File: config.mk
export PLATFORM = sky130hd
export DESIGN_NAME = fir_tdm_mac
export DESIGN_NICKNAME = d
export VERILOG_FILES = /design/src/rtl/fir_tdm_mac.sv
export SDC_FILE = /design/constraint.sdc
export NUM_CORES = 1
export LEC_CHECK = 0
export ABC_CLOCK_PERIOD_IN_PS = 6640
export CORE_MARGIN = 5
export CORE_UTILIZATION = 28
export CTS_CLUSTER_DIAMETER = 120
export CTS_CLUSTER_SIZE = 14
export DETAILED_ROUTE_END_ITERATION = 10
export PLACE_DENSITY = 0.5
export SLEW_MARGIN = 10
export SYNTH_ARGS = -nofsm -noshare
export SYNTH_HDL_FRONTEND = slang
export SYNTH_SLANG_ARGS = --single-unit
File: constraint.sdc
create_clock -name clk -period 6.64 [get_ports clk]
set_clock_uncertainty 0.05 [all_clocks]
set_input_delay 1.328 -clock clk [delete_from_list [all_inputs] [get_ports clk]]
set_output_delay 1.328 -clock clk [all_outputs]
set_load 0.005 [all_outputs]
File: src/rtl/fir_tdm_mac.sv
// fir_tdm_mac: time-division-multiplexed unsigned FIR filter.
//
// A TAPS-deep sample delay line and a loadable TAPS-entry coefficient bank feed
// MULTS shared multipliers. Each output is built over PHASES = TAPS/MULTS cycles,
// MULTS taps per cycle, into an ACC_W-bit accumulator that cannot overflow.
// valid/ready handshakes on both the sample input and the result output.
//
// Optional feature (macro FIR_SAT_EN):
//   defined   - final sum >= 2^OUT_W clamps out_data to all ones and sets out_sat
//   undefined - out_data is the sum truncated to OUT_W bits, out_sat tied 0
//
// Ports:
//   clk, rst_n           clock (rising edge), asynchronous active-low reset
//   clear                synchronous flush of delay line, accumulator and FSM
//   coef_we/addr/data    coefficient write, accepted only while coef_ready=1
//   coef_ready           FSM is idle and a coefficient write is accepted
//   in_valid/ready/data  sample input handshake
//   out_valid/ready      result output handshake
//   out_data, out_sat    filter result and saturation flag

module fir_tdm_mac #(
    parameter int unsigned DATA_W = 8,
    parameter int unsigned COEF_W = 8,
    parameter int unsigned TAPS   = 4,
    parameter int unsigned MULTS  = 2,
    parameter int unsigned OUT_W  = 18
) (
    input  logic                                   clk,
    input  logic                                   rst_n,
    input  logic                                   clear,
    input  logic                                   coef_we,
    input  logic [((TAPS > 1) ? $clog2(TAPS) : 1)-1:0] coef_addr,
    input  logic [COEF_W-1:0]                      coef_data,
    output logic                                   coef_ready,
    input  logic                                   in_valid,
    output logic                                   in_ready,
    input  logic [DATA_W-1:0]                      in_data,
    output logic                                   out_valid,
    input  logic                                   out_ready,
    output logic [OUT_W-1:0]                       out_data,
    output logic                                   out_sat
);

    localparam int unsigned PHASES = TAPS / MULTS;
    localparam int unsigned ACC_W  = DATA_W + COEF_W + $clog2(TAPS);
    localparam int unsigned PROD_W = DATA_W + COEF_W;
    localparam int unsigned PH_W   = (PHASES > 1) ? $clog2(PHASES) : 1;
    localparam int unsigned AD_W   = (TAPS > 1) ? $clog2(TAPS) : 1;

    if (TAPS < 1 || MULTS < 1 || (TAPS % MULTS) != 0) begin : g_bad_taps
        $error("fir_tdm_mac: TAPS must be >= 1 and a multiple of MULTS");
    end
    if (OUT_W > ACC_W) begin : g_bad_out_w
        $error("fir_tdm_mac: OUT_W must not exceed ACC_W");
    end

    typedef enum logic [1:0] {StIdle, StMac, StHold} state_e;

    state_e              state_q, state_d;
    logic [DATA_W-1:0]   x_q [TAPS];
    logic [COEF_W-1:0]   c_q [TAPS];
    logic [ACC_W-1:0]    acc_q;
    logic [PH_W-1:0]     phase_q;
    logic [OUT_W-1:0]    out_data_q;
    logic                out_sat_q;

    logic                last_phase;
    logic                addr_ok;
    logic [DATA_W-1:0]   mul_x [MULTS];
    logic [COEF_W-1:0]   mul_c [MULTS];
    logic [ACC_W-1:0]    psum;
    logic [ACC_W-1:0]    final_sum;
    logic [OUT_W-1:0]    res_d;
    logic                sat_d;

    assign last_phase = (phase_q == PH_W'(PHASES - 1));
    // Only matters when TAPS is not a power of two.
    assign addr_ok    = (32'(coef_addr) < TAPS);

    // FSM next state and handshake outputs; clear overrides everything.
    always_comb begin
        state_d    = state_q;
        in_ready   = 1'b0;
        coef_ready = 1'b0;
        unique case (state_q)
            StIdle: begin
                in_ready   = !clear;
                coef_ready = !clear;
                if (in_valid) state_d = StMac;
            end
            StMac: begin
                if (last_phase) state_d = StHold;
            end
            StHold: begin
                if (out_ready) state_d = StIdle;
            end
            default: state_d = StIdle;
        endcase
        if (clear) state_d = StIdle;
    end

    // Operand muxes: multiplier j serves tap phase*MULTS+j in the current phase.
    always_comb begin
        psum = '0;
        for (int j = 0; j < MULTS; j++) begin
            mul_x[j] = '0;
            mul_c[j] = '0;
            for (int p = 0; p < PHASES; p++) begin
                if (phase_q == PH_W'(p)) begin
                    mul_x[j] = x_q[p * MULTS + j];
                    mul_c[j] = c_q[p * MULTS + j];
                end
            end
            psum = psum + ACC_W'(PROD_W'(mul_x[j]) * PROD_W'(mul_c[j]));
        end
    end

    assign final_sum = acc_q + psum;

`ifdef FIR_SAT_EN
    always_comb begin
        sat_d = ((final_sum >> OUT_W) != '0);
        res_d = sat_d ? {OUT_W{1'b1}} : final_sum[OUT_W-1:0];
    end
`else
    always_comb begin
        sat_d = 1'b0;
        res_d = final_sum[OUT_W-1:0];
    end
`endif

    always_ff @(posedge clk or negedge rst_n) begin
        if (!rst_n) begin
            state_q    <= StIdle;
            acc_q      <= '0;
            phase_q    <= '0;
            out_data_q <= '0;
            out_sat_q  <= 1'b0;
            for (int k = 0; k < TAPS; k++) begin
                x_q[k] <= '0;
                c_q[k] <= '0;
            end
        end else if (clear) begin
            state_q <= state_d;
            acc_q   <= '0;
            phase_q <= '0;
            for (int k = 0; k < TAPS; k++) x_q[k] <= '0;
        end else begin
            state_q <= state_d;
            // Written before the MAC phases begin, so a write on the accept
            // edge is seen by that sample's computation.
            if (coef_we && coef_ready && addr_ok) c_q[coef_addr] <= coef_data;
            if (in_valid && in_ready) begin
                x_q[0] <= in_data;
                for (int k = 1; k < TAPS; k++) x_q[k] <= x_q[k-1];
                acc_q   <= '0;
                phase_q <= '0;
            end
            if (state_q == StMac) begin
                acc_q   <= final_sum;
                phase_q <= phase_q + PH_W'(1);
                if (last_phase) begin
                    out_data_q <= res_d;
                    out_sat_q  <= sat_d;
                end
            end
        end
    end

    assign out_valid = (state_q == StHold);
    assign out_data  = out_data_q;
    assign out_sat   = out_sat_q;

endmodule
==> impl_metrics.py <==
metrics = {
    "clock_network": {
        "clock_path_buffers": 2,
        "clock-sinks": 103,
        "clockRootBuffer": "clkbuf_16",
        "hold_buffers": 0,
        "clk_latency_ps": 370,
        "cts_buffers": 9,
        "htree_levels": 3,
        "clkSlewWorstSetupHoldPaths_ps": 80,
        "cts_tree": "yes",
    },
    "synthesis": {
        "syn_nets": 1164,
        "synth_mux_area_frac": 0.0851,
        "ys_ff_latch": 103,
        "async_flop_share": 1.00,
        "synth_edf_count": 0,
        "avgSynthCellArea_um2": 9.86,
        "synthSimpleGateAreaFrac": 0.151,
        "synthAdderAreaFrac": 0.332,
        "synth_cells": 957,
        "synth_top_family_by_area": "adder cells",
        "synth_compound_area_frac": 0.0737,
        "synth_warnings": 0,
        "ys_types": 58,
        "yosysSeqAreaShare": 0.273,
        "synth_area_um2": 9440,
        "ys.flop_type": "dfrtp_1",
        "synthXorXnorAreaFrac": 0.00901,
    },
    "sta": {
        "slew_violations": 0,
        "setup_tns_ps": 0,
        "timing.final.ws_setup_ps": 335,
        "worst_slew_pin_slew_ps": 1170,
        "max_freq_ghz": 0.159,
        "finalSetupViolations": 0,
        "grt_setup_unrepaired": "false",
        "slew_headroom": 0.220,
        "hold_violations": 0,
        "final.period_utilization": 0.950,
        "fin_crit_ps": 6310,
    },
    "setup_path": {
        "start_kind": "flop",
        "cp_data_arrival_time_ps": 6510,
        "worstPathMaxFanout": 8,
        "worstSetupEndpointType": "flop",
        "rrSetupSlack_ps": 330,
        "reg2reg_from": "last_phase",
        "timing.rr.end": "acc_q[16]",
        "path_class": "reg -> reg",
        "required_ps": 6840,
        "critPathLaunch": "last_phase",
        "critPathCapture": "acc_q[16]",
        "rr_worst_depth": 18,
    },
    "floorplan": {
        "die_w_um": 194,
        "start_util": 0.282,
        "io_pins": 46,
        "rows": 67,
        "die_area_um2": 37500,
        "coreArea_um2": 33400,
        "die_h_um": 194,
    },
    "power": {
        "ir_drop_v": 0.000121,
        "power_density_nw_per_um2": 235,
        "p_leak_nw": 5.18,
    },
    "global_routing": {
        "grt.met1_usage": 0.175,
        "grt_antenna_before_repair": 0,
        "grt_use_total": 0.126,
        "grtUsageMet3": 0.0223,
        "grt_pass1_wl_um": 38000,
        "busiest_layer": "met2",
        "overflow": 0,
        "grt_pass1_vias": 6972,
        "met2_usage": 0.207,
        "grt_max_degree": 54,
    },
    "detailed_routing": {
        "drt_first_pass_iters": 5,
        "wl_per_cell_um": 15.7,
        "drt-initial-drc-count": 413,
        "ant_nets": 0,
        "routed_wl_um": 23000,
        "remaining_drc_errors": 0,
        "post_drt_via_cell_ratio": 4.55,
        "vias": 6680,
    },
    "layout": {
        "diodes": 0,
        "nNetsFinal": 1222,
        "n_fill_cell": 3472,
        "drive_above_1_share": 0.134,
        "ff_latch_area_um2": 2580,
        "area_growth_pct": 15.2,
        "multiInputGateArea_um2": 6150,
        "final_cells": 1468,
    },
    "flow_run": {
        "maxCapViolCount": 0,
    },
    "placed_design": {
        "gp_congestion": 0.854,
        "port_buffers": 44,
        "dp.cells": 1452,
        "pre_cts_ws_ps": 257,
        "hpwl_um": 18600,
    },
    "min_path": {
        "min_path_cells": 2,
        "min_from": "acc_q[4]",
        "hp-class": "reg -> reg",
    },
    "outcome": {
        "status": "complete, no violations",
    },
}
==> synth_stat cells (2+ instances only) <==
library cell | count | area share
nor3_4 | 2 | 0.0034
a21o_1 | 6 | 0.0048
buf_4 | 2 | 0.0016
o211ai_1 | 3 | 0.0024
ha_1 | 71 | 0.094
a21oi_1 | 22 | 0.012
or2_2 | 24 | 0.016
a2111o_1 | 2 | 0.0024
and2_1 | 4 | 0.0027
nand4_2 | 2 | 0.0027
clkbuf_1 | 13 | 0.0052
mux2i_1 | 33 | 0.035
a22o_1 | 4 | 0.0037
nor3_1 | 6 | 0.0032
a211oi_1 | 6 | 0.0048
fa_1 | 112 | 0.24
o221ai_1 | 2 | 0.0019
a31o_2 | 4 | 0.0037
xnor2_1 | 3 | 0.0028
nand2_1 | 124 | 0.049
o21a_1 | 2 | 0.0016
inv_1 | 158 | 0.063
nor2_1 | 92 | 0.037
nand2b_1 | 6 | 0.0040
nand2_2 | 2 | 0.0013
o21ai_0 | 28 | 0.015
dfrtp_1 | 103 | 0.27
nand3_1 | 5 | 0.0027
and3_1 | 3 | 0.0020
mux2_2 | 42 | 0.050
xor2_1 | 4 | 0.0037
buf_2 | 13 | 0.0069
or3_1 | 4 | 0.0027
a32o_1 | 4 | 0.0042
nand3b_1 | 23 | 0.018
==> layout make-up <==
class,instances,share of cell area
multi-input combinational,668,0.565
sequential,103,0.237
timing repair buffer,75,0.0628
inverter,158,0.0545
tap,448,0.0516
clock buffer,9,0.0207
clock inverter,7,0.00783
==> metal layers <==
| metal | share of wire | wire length (µm) | up-vias |
|---|---|---|---|
| li1 | - | - | 3179 |
| met1 | 0.46 | 10600 | 3371 |
| met2 | 0.49 | 11200 | 107 |
| met3 | 0.040 | 921 | 23 |
| met4 | 0.013 | 291 | 0 |
| met5 | 0 | 0 | - |
==> metrics by stage <==
step | util | power, mW | cell area (µm²) | hold slack (ps)
after floorplan | - | 1.59 | 9440 | 400
after global placement | 0.316 | 1.99 | 10600 | 415
after detailed placement | 0.316 | 2.01 | 10600 | 421
after CTS | 0.325 | 2.60 | 10900 | 438
after global routing | 0.325 | 2.77 | 10900 | 458
final | 0.325 | 2.56 | 10900 | 433
==> worst min path at each step <==
stage	slack, ps	endpoint
global placement	410	acc_q[4]
global route	460	acc_q[4]
floorplan	400	acc_q[4]
CTS	440	acc_q[4]
detailed placement	420	acc_q[7]
finish	430	acc_q[4]
==> report_power, final <==
group	switching, mW	internal [mW]
clock network	0.276	0.301
logic	0.671	0.493
registers	0.0722	0.743
==> sequential cells by signal (all words and copies together) (netlist names) <==
name        cells
c_q            32
out_data       18
acc_q          18
last_phase      1
x_q            32
state_q         2
==> critical path: stages (launching register included) <==
cell	delay, ps
dfrtp_2	420
mux2i_1	720
nor2_1	170
fa_1	570
inv_1	50
fa_1	460
fa_1	510
inv_1	50
fa_1	480
fa_1	490
inv_1	50
fa_1	470
inv_1	40
ha_1	360
a211oi_1	300
o221ai_1	220
a211oi_2	300
nor4_1	90
or3_1	390
==> logic make-up after synthesis <==
logic type                 count (synthesis)
and+or+nand+nor                          303
buffers and inverters                    186
adders and majority gates                183
DFF                                      103
AOI/OAI and AO/OA                         98
muxes                                     75
xor gates and xnor gates                   8
other                                      1
==> cells in the final DEF, fill, tap and decap left out, types with 5 or more instances in the layout <==
| cell | Yosys | final |
|---|---|---|
| nor3_1 | 6 | 6 |
| nand3_1 | 5 | 5 |
| o21ai_0 | 28 | 28 |
| buf_4 | 2 | 31 |
| nand2_1 | 124 | 124 |
| clkdlybuf4s50_1 | 0 | 43 |
| mux2i_1 | 33 | 31 |
| nand3b_1 | 23 | 23 |
| dfrtp_1 | 103 | 102 |
| a21oi_1 | 22 | 22 |
| nand2b_1 | 6 | 6 |
| a21o_1 | 6 | 6 |
| clkbuf_16 | 0 | 9 |
| mux2_2 | 42 | 42 |
| or2_2 | 24 | 24 |
| nor2_1 | 92 | 92 |
| a211oi_1 | 6 | 6 |
| inv_1 | 158 | 158 |
| fa_1 | 112 | 112 |
| ha_1 | 71 | 71 |
==> repair_timing <==
| action | CTS | global route |
|---|---|---|
| endpoints found under the setup margin | 0 | 9 |
| buffers inserted | 0 | 0 |
| resized for setup | 0 | 2 |
Note: power is estimated with default switching activity, not from simulation.
